File: config.mk
export PLATFORM = sky130hd
export DESIGN_NAME = leds_rgb_sequencer
export DESIGN_NICKNAME = d
export VERILOG_FILES = /design/src/rtl/leds_rgb_sequencer.sv
export SDC_FILE = /design/constraint.sdc
export NUM_CORES = 1
export LEC_CHECK = 0
export CORE_ASPECT_RATIO = 1.75
export CORE_MARGIN = 3
export CORE_UTILIZATION = 58
export DETAILED_ROUTE_END_ITERATION = 12
export GPL_TIMING_DRIVEN = 0
export PLACE_DENSITY = 0.85
export SKIP_LAST_GASP = 1
export SLEW_MARGIN = 20
export SYNTH_ARGS = -nofsm -noshare
export SYNTH_HDL_FRONTEND = slang
export SYNTH_SLANG_ARGS = --single-unit
File: constraint.sdc
create_clock -name CLK -period 4.38 [get_ports CLK]
set_input_delay 0.876 -clock CLK [delete_from_list [all_inputs] [get_ports CLK]]
set_output_delay 0.876 -clock CLK [all_outputs]
set_load 0.01 [all_outputs]
File: src/rtl/leds_rgb_sequencer.sv
// Illumination sequencer for the RGB LED PWM driver.
// On each accepted line-sync rising edge it walks the enabled colours in
// R, G, B order. For each colour it drives a one-hot RGB select, a START
// strobe, an exposure window, an END strobe and a dark gap.
// Optional feature macro: LEDS_SEQ_LINE_CNT_EN enables the completed-line
// counter on LINE_CNT. When the macro is undefined, LINE_CNT is tied to 0.
module leds_rgb_sequencer #(
  parameter int CNT_W    = 24,
  parameter int GAP_CLKS = 4
) (
  input  logic             CLK,
  input  logic             RST,
  input  logic             ENABLE,
  input  logic             LINE_SYNC,
  input  logic [2:0]       COLOR_MASK,
  input  logic [CNT_W-1:0] EXPOSURE,
  input  logic             OVR_CLR,
  output logic             START,
  output logic             END,
  output logic [2:0]       RGB,
  output logic             BUSY,
  output logic             DONE,
  output logic             OVERRUN,
  output logic [15:0]      LINE_CNT
);

  typedef enum logic [2:0] {
    S_IDLE,
    S_SETUP,
    S_STRT,
    S_ON,
    S_STOP,
    S_GAP
  } state_e;

  localparam logic [7:0] GAP_LAST = 8'(GAP_CLKS);

  // Returns the highest-priority enabled colour as a one-hot value.
  // Mask bit order (R=bit2) matches the RGB select encoding.
  function automatic logic [2:0] first_color(input logic [2:0] mask);
    logic [2:0] sel;
    sel = 3'b000;
    if (mask[2])      sel = 3'b100;
    else if (mask[1]) sel = 3'b010;
    else if (mask[0]) sel = 3'b001;
    return sel;
  endfunction

  state_e           state_q, state_d;
  logic             sync_q;
  logic [2:0]       color_q, color_d;  // colour currently being exposed
  logic [2:0]       rem_q, rem_d;      // colours still to run on this line
  logic [CNT_W-1:0] exp_q, exp_d;      // latched exposure length, never 0
  logic [CNT_W-1:0] cnt_q, cnt_d;      // exposure counter, counts 1..exp_q
  logic [7:0]       gap_q, gap_d;      // gap counter, counts 1..GAP_CLKS
  logic             abort_q, abort_d;  // ENABLE dropped during this line
  logic             start_q, start_d;
  logic             end_q, end_d;
  logic [2:0]       rgb_q, rgb_d;
  logic             busy_q, busy_d;
  logic             done_q, done_d;
  logic             ovr_q, ovr_d;
  logic             sync_rise;

  assign sync_rise = LINE_SYNC & ~sync_q;

  // Next-state, datapath and registered-output computation.
  always_comb begin
    // NOTE: every signal gets a default first so no path leaves it unassigned (no latches).
    state_d = state_q;
    color_d = color_q;
    rem_d   = rem_q;
    exp_d   = exp_q;
    cnt_d   = cnt_q;
    gap_d   = gap_q;
    abort_d = abort_q;
    done_d  = 1'b0;

    case (state_q)
      S_IDLE: begin
        abort_d = 1'b0;
        if (sync_rise && ENABLE && (COLOR_MASK != 3'b000)) begin
          color_d = first_color(COLOR_MASK);
          rem_d   = COLOR_MASK & ~first_color(COLOR_MASK);
          exp_d   = (EXPOSURE == '0) ? CNT_W'(1) : EXPOSURE;
          state_d = S_SETUP;
        end
      end
      S_SETUP: begin
        state_d = ENABLE ? S_STRT : S_IDLE;
      end
      S_STRT: begin
        if (ENABLE) begin
          state_d = S_ON;
          cnt_d   = CNT_W'(1);
        end else begin
          state_d = S_IDLE;
        end
      end
      S_ON: begin
        if (!ENABLE) begin
          state_d = S_STOP;
          abort_d = 1'b1;
        end else if (cnt_q == exp_q) begin
          state_d = S_STOP;
        end else begin
          cnt_d = cnt_q + CNT_W'(1);
        end
      end
      S_STOP: begin
        if (!ENABLE || abort_q) begin
          state_d = S_IDLE;
        end else begin
          state_d = S_GAP;
          gap_d   = 8'd1;
        end
      end
      S_GAP: begin
        if (gap_q == GAP_LAST) begin
          if (!ENABLE || abort_q) begin
            state_d = S_IDLE;
          end else if (rem_q != 3'b000) begin
            color_d = first_color(rem_q);
            rem_d   = rem_q & ~first_color(rem_q);
            state_d = S_SETUP;
          end else begin
            state_d = S_IDLE;
            done_d  = 1'b1;
          end
        end else begin
          gap_d = gap_q + 8'd1;
          if (!ENABLE) abort_d = 1'b1;
        end
      end
      default: state_d = S_IDLE;
    endcase

    // Outputs are decoded from the next state so they appear registered.
    rgb_d   = ((state_d == S_SETUP) || (state_d == S_STRT) ||
               (state_d == S_ON)    || (state_d == S_STOP)) ? color_d : 3'b000;
    start_d = (state_d == S_STRT);
    end_d   = (state_d == S_STOP);
    busy_d  = (state_d != S_IDLE);

    // A fresh overrun takes priority over a clear in the same cycle.
    if (sync_rise && (state_q != S_IDLE)) ovr_d = 1'b1;
    else if (OVR_CLR)                     ovr_d = 1'b0;
    else                                  ovr_d = ovr_q;
  end

  // FSM state, datapath and output registers with synchronous reset.
  always_ff @(posedge CLK) begin
    // NOTE: sequential state uses non-blocking assignments so all flops update together.
    if (RST) begin
      state_q <= S_IDLE;
      sync_q  <= 1'b0;
      color_q <= 3'b000;
      rem_q   <= 3'b000;
      exp_q   <= '0;
      cnt_q   <= '0;
      gap_q   <= 8'd0;
      abort_q <= 1'b0;
      start_q <= 1'b0;
      end_q   <= 1'b0;
      rgb_q   <= 3'b000;
      busy_q  <= 1'b0;
      done_q  <= 1'b0;
      ovr_q   <= 1'b0;
    end else begin
      state_q <= state_d;
      sync_q  <= LINE_SYNC;
      color_q <= color_d;
      rem_q   <= rem_d;
      exp_q   <= exp_d;
      cnt_q   <= cnt_d;
      gap_q   <= gap_d;
      abort_q <= abort_d;
      start_q <= start_d;
      end_q   <= end_d;
      rgb_q   <= rgb_d;
      busy_q  <= busy_d;
      done_q  <= done_d;
      ovr_q   <= ovr_d;
    end
  end

  assign START   = start_q;
  assign END     = end_q;
  assign RGB     = rgb_q;
  assign BUSY    = busy_q;
  assign DONE    = done_q;
  assign OVERRUN = ovr_q;

`ifdef LEDS_SEQ_LINE_CNT_EN
  logic [15:0] line_cnt_q, line_cnt_d;

  // Count completed lines. The counter steps in the same cycle DONE rises.
  always_comb begin
    line_cnt_d = done_d ? (line_cnt_q + 16'd1) : line_cnt_q;
  end

  // Completed-line counter register.
  always_ff @(posedge CLK) begin
    if (RST) line_cnt_q <= 16'd0;
    else     line_cnt_q <= line_cnt_d;
  end

  assign LINE_CNT = line_cnt_q;
`else
  assign LINE_CNT = 16'd0;
`endif

endmodule

---- Word level (Yosys, flattened, before mapping) ----
Index checks and enable logic that the tools add are counted.
operators by class
  reduce and logical (&&, ||, !) cells .... 26
  bitwise gates (word level) .............. 9
  add/sub/neg operators ................... 2
  muxes and demuxes ....................... 46
  equality and inequality tests ........... 20
operators by type and width
  operator                                        number
  2-to-1 mux 24 bit                               4
  2-to-1 mux 3 bit                                21
  case mux 24 bit (2 select lines)                1
  adder 24 x 1 -> 24 bit (second input constant)  1
  == test 24 bit                                  1
  zero test 24 bit                                1
  != test 2 bit (second input constant)           9
  case mux 3 bit (6 select lines)                 1
  2-to-1 mux 8 bit                                2
  case mux 8 bit (2 select lines)                 1
  nonzero test 3 bit                              5
  == test 3 x 2 -> 1 bit (second input constant)  4
  case mux 3 bit (2 select lines)                 2
  == test 3 bit (second input constant)           3
  2-to-1 mux 1 bit                                9
  adder 8 x 1 -> 8 bit (second input constant)    1
  == test 8 x 3 -> 1 bit (second input constant)  1
  2-to-1 mux 2 bit                                4
  nonzero test 2 bit                              4
  bitwise AND 3 bit                               2
  == test 3 x 1 -> 1 bit (second input constant)  2
  NOT 3 bit                                       2
  AND reduction 5 bit                             1
  logical OR 1 bit                                4
  other kinds (11)                                17
storage, ports and cells
  bits in registers ....................... 75
  input bits .............................. 32

---- Logic depth before layout (Yosys ltp) ----
  depth after elaboration ................. 13
  depth in mapped cells ................... 8

---- Worst setup path before layout ----
OpenSTA, ideal clock, no wires.
  path type ............................... input-to-reg
  start ................................... in ENABLE
  end ..................................... reg cnt_q[12]
  library setup time ...................... 70 ps
  stages .................................. 8
  path slack .............................. 1995 ps
  data arrival time ....................... 2315 ps
  cell sequence ........................... buf_2 nand3b_1 nor2_1 and3_1 o21ai_1 buf_4 or3_1 a21oi_1
between the ends
  cells in the longest elaborated chain, start to end .. 2
  elaborated cells on any way between the ends .. 3
  those cells by class .................... eq/ne: 2; reduce/logical: 1
ends and longest elaborated chain
  item                                    RTL line  text
  start, declared                         13        input logic ENABLE,
  != test 2 bit (no source line)          n/a
  AND reduction 4 bit (no source line) *  n/a
  end signal, assigned                    175       cnt_q <= cnt_d;
  end, declared                           54        logic [CNT_W-1:0] cnt_q, cnt_d;
Mark *: on every way between the ends. The rest lies on a longest branch, timed or not.
A chain may end at the register's enable or synchronous reset.

---- Final worst setup path ----
  start ................................... in LINE_SYNC
  end ..................................... reg rgb_q[0], in the netlist RGB[0]
between the ends
  cells in the longest elaborated chain, start to end .. 11
  elaborated cells on any way between the ends .. 16
  those cells by class .................... eq/ne: 4; mux: 4; bitwise: 2; reduce/logical: 6
ends and longest elaborated chain
  item                                                                     RTL line  text
  start, declared                                                          14        input logic LINE_SYNC,
  bitwise AND 1 bit *                                                      65        assign sync_rise = LINE_SYNC & ~sync_q;
  logical AND 1 bit * (2 in series)                                        82        if (sync_rise && ENABLE && (COLOR_MASK != 3'b000)) begin
  2-to-1 mux 3 bit                                                         82
  case mux 3 bit (6 select lines)                                          79        case (state_q)
  == test 3 x 1 -> 1 bit / == test 3 x 2 -> 1 bit (equally long branches)  139       rgb_d = ((state_d == S_SETUP) || (state_d == S_STRT) ||
  logical OR 1 bit (2 in series)                                           139
  logical OR 1 bit                                                         140       (state_d == S_ON) || (state_d == S_STOP)) ? color_d : 3'b000;
  NOT 1 bit (no source line)                                               n/a
  OR reduction 2 bit (no source line)                                      n/a
  end signal, assigned                                                     180       rgb_q <= rgb_d;
  end, declared                                                            59        logic [2:0] rgb_q, rgb_d;
Marked as above.

==> run_results.csv <==
group,metric,value,unit
outcome,outcome,"finished, final reports clean",
sta,max_freq,363,MHz
yosys,synth_edf_count,0,
yosys,syn_avg_cell_area,8.28,um^2
sta,finalSetupTns,0,ns
critical_path,crit_fanout,7,
power,p_seq_share,51.2,%
power,p_switching,0.333,mW
clock_network,cts_root_buf,"clkbuf_8",
clock_network,postCtsSetupRepairBufs,0,
floorplan,dieHeight,110,um
routing,ant_nets,0,
yosys,synth.top_cell.area_share,41.3,%
clock_network,clk_latency,0.36,ns
routing,drt_iter0_drc,208,
yosys,synth_ff_type,"dfxtp_1",
floorplan,start_util,60.5,%
final_layout,drive_gt1_share,8.38,%
routing,wl,9020,um
sta,hold_violations,0,
clock_network,max-clock-path-buffers,2,
final_layout,syn_to_final_growth,20.1,%
floorplan,die_x,65.4,um
final_layout,utilization,72.6,%
sta,setup_viol_count_final,0,
clock_network,cts_max_level,3,
sta,drv_slew,0,
floorplan,core,5930,um^2
yosys,syn_inst,433,
routing,firstDrtPassIters,7,
sta,post-route-period-util,62.8,%
sta,slew_headroom,62.4,%
hold_path,worstHoldPathType,"reg -> reg",
floorplan,fp-row-count,37,
yosys,ys_warn_count,0,
grt,grt_max_degree,12,
critical_path,crit_path_end_kind,"flip-flop",
yosys,ys_top_cells_by_area,"dfxtp_1, xor2_1, nand2_1, a21oi_1, or3_1",
grt,grt_pass1_wl,14400,um
placement,place_congestion,0.911,
power,power_density,316,nW/um^2
yosys,yosys_register_bits,74,
critical_path,crit_required,4.68,ns
placement,portBuffers,38,
final_layout,fin_nets,532,
sta,rsz0062_at_grt,"false",
power,power.leakage,1.64,nW
yosys,synth.distinct_cells,56,
critical_path,worstPathArrival,3.05,ns
clock_network,ctsResizeCount,0,
routing,vias,3291,
power,p_clk_share,38.1,%
flow_run,drv_cap,0,
clock_network,clock_sinks,74,
power,p_sw_share,24.6,%
clock_network,tritoncts,"built",
final_layout,insertedDiodeCount,0,
sta,min_period,2.75,ns
yosys,synth_area_leader_cell,"dfxtp_1",
clock_network,ctsHoldBuffers,0,
clock_network,path_clk_slew,0.07,ns
yosys,synthTopCellsByCount,"dfxtp_1, nand2_1, a21oi_1",
grt,grt.total_usage,26.4,%
sta,fin_skew,0.00607,ns
routing,avgViaCountPerCell,5.68,
routing,drc,0,
yosys,async_reset_ff_share,0,%
power,peakVddDrop,0.281,mV
routing,avgRoutedWirePerCell,15.6,um
yosys,syn-cell-area,3580,um^2
yosys,yosysMostFrequentCell,"dfxtp_1",
placement,hpwl,6980,um
grt,grt_pass1_vias,3207,
yosys,ys_seq_area_share,41.3,%
critical_path,worstSetupPathType,"in -> reg",
power,internal_power,1.02,mW
sta,tightest_slew,0.559,ns
power,power_frac_comb,10.7,%
floorplan,fp.dieArea,7200,um^2
critical_path,cp-start-kind,"input pin",
grt,overflow,0,
grt,antenna_found_initial,0,
clock_network,cts_made_buffers,9,
floorplan,ios,56,
[layout by cell type (no fill, tap or decap), drive strengths merged, types with 2 or more instances in the layout]
cell type,netlist,routed
nor4,14,14
nor3,4,4
and2,3,3
clkdlybuf4s50,0,38
ha,3,3
and4,2,2
nand2,63,63
buf,20,20
nand2b,4,4
a31oi,3,3
xor2,30,30
o211ai,3,3
nand3b,2,2
nand4,8,8
nand3,12,12
o21a,2,2
nor3b,3,3
a22oi,3,3
a211oi,2,2
clkbuf,13,25
or4,3,3
or3,21,21
a21oi,48,48
or2,2,2
inv,9,9
nor2,26,26
a211o,2,2
a311oi,2,2
dfxtp,74,74
and3,5,5
nor2b,6,6
conb,1,16
clkinv,0,2
o21ai,24,24
[layout make-up]
| cell class | count | area, um^2 |
|---|---|---|
| buffer | 33 | 191 |
| clock buffer | 12 | 145 |
| clock inverter | 3 | 40.0 |
| fill | 489 | 1620 |
| inverter | 9 | 33.8 |
| multi-input combinational | 332 | 1930 |
| sequential | 74 | 1480 |
| tap | 78 | 97.6 |
| timing repair buffer | 38 | 380 |
[power by group through the flow]
stage	clock network [mW]	registers, mW	logic [mW]
2_1_floorplan	0	0.709	0.0871
4_1_cts	0.525	0.696	0.144
3_5_place_dp	0	0.711	0.143
6_report	0.517	0.696	0.145
5_1_grt	0.555	0.697	0.158
3_3_place_gp	0	0.711	0.140
[cell families after synthesis]
| family | synth area share [%] |
|---|---|
| AOI/OAI and AO/OA | 17.2 |
| xor gates and xnor gates | 7.57 |
| adders and majority gates | 1.33 |
| buffers and inverters | 6.28 |
| DFF | 41.3 |
| other | 0.105 |
| and+or+nand+nor | 26.2 |
[flip-flops by register name, summed over array words and instances, names as in the netlist]
register	flops
cnt_q	24
BUSY	1
gap_q	8
START	1
OVERRUN	1
END	1
RGB	3
DONE	1
state_q	3
exp_q	24
rem_q	2
color_q	3
abort_q	1
sync_q	1
[critical path: stages]
cell and delay [ns]:
clkdlybuf4s50_1 0.49, or4b_4 0.52, nor3_4 0.32, a21oi_2 0.14, a21boi_1 0.17, or3_1 0.41, nor2b_1 0.13
[through the flow]
step                      std cells  area, um^2  total power, mW  hold WS (ns)  setup slack (ns)
after floorplan                 448        3640            0.796         0.448              1.99
after global placement          564        4120            0.851         0.458              1.32
after detailed placement        564        4120            0.854         0.465              1.28
after CTS                       579        4300             1.36         0.474              1.66
after global routing            579        4300             1.41         0.493              1.58
final                           579        4300             1.36         0.472              1.63
[final timing paths]
check,from,end,slack [ns],cells after the start
setup / recovery,LINE_SYNC,RGB[0],1.63,7
hold / removal,exp_q[21],exp_q[21],0.47,2
hold reg to reg,exp_q[21],exp_q[21],0.47,2
setup reg to reg,cnt_q[19],cnt_q[19],1.82,7
[routing by layer]
layer	routed length, um	share of wire [%]	vias to the layer above	global-route usage [%]
met4	475	5.3	0	17.1
li1	-	-	1634	-
met3	394	4.4	33	6.90
met2	4810	53	107	47.4
met1	3340	37	1517	26.4
met5	0	0	-	0
Note: power is estimated with default switching activity, not from simulation.
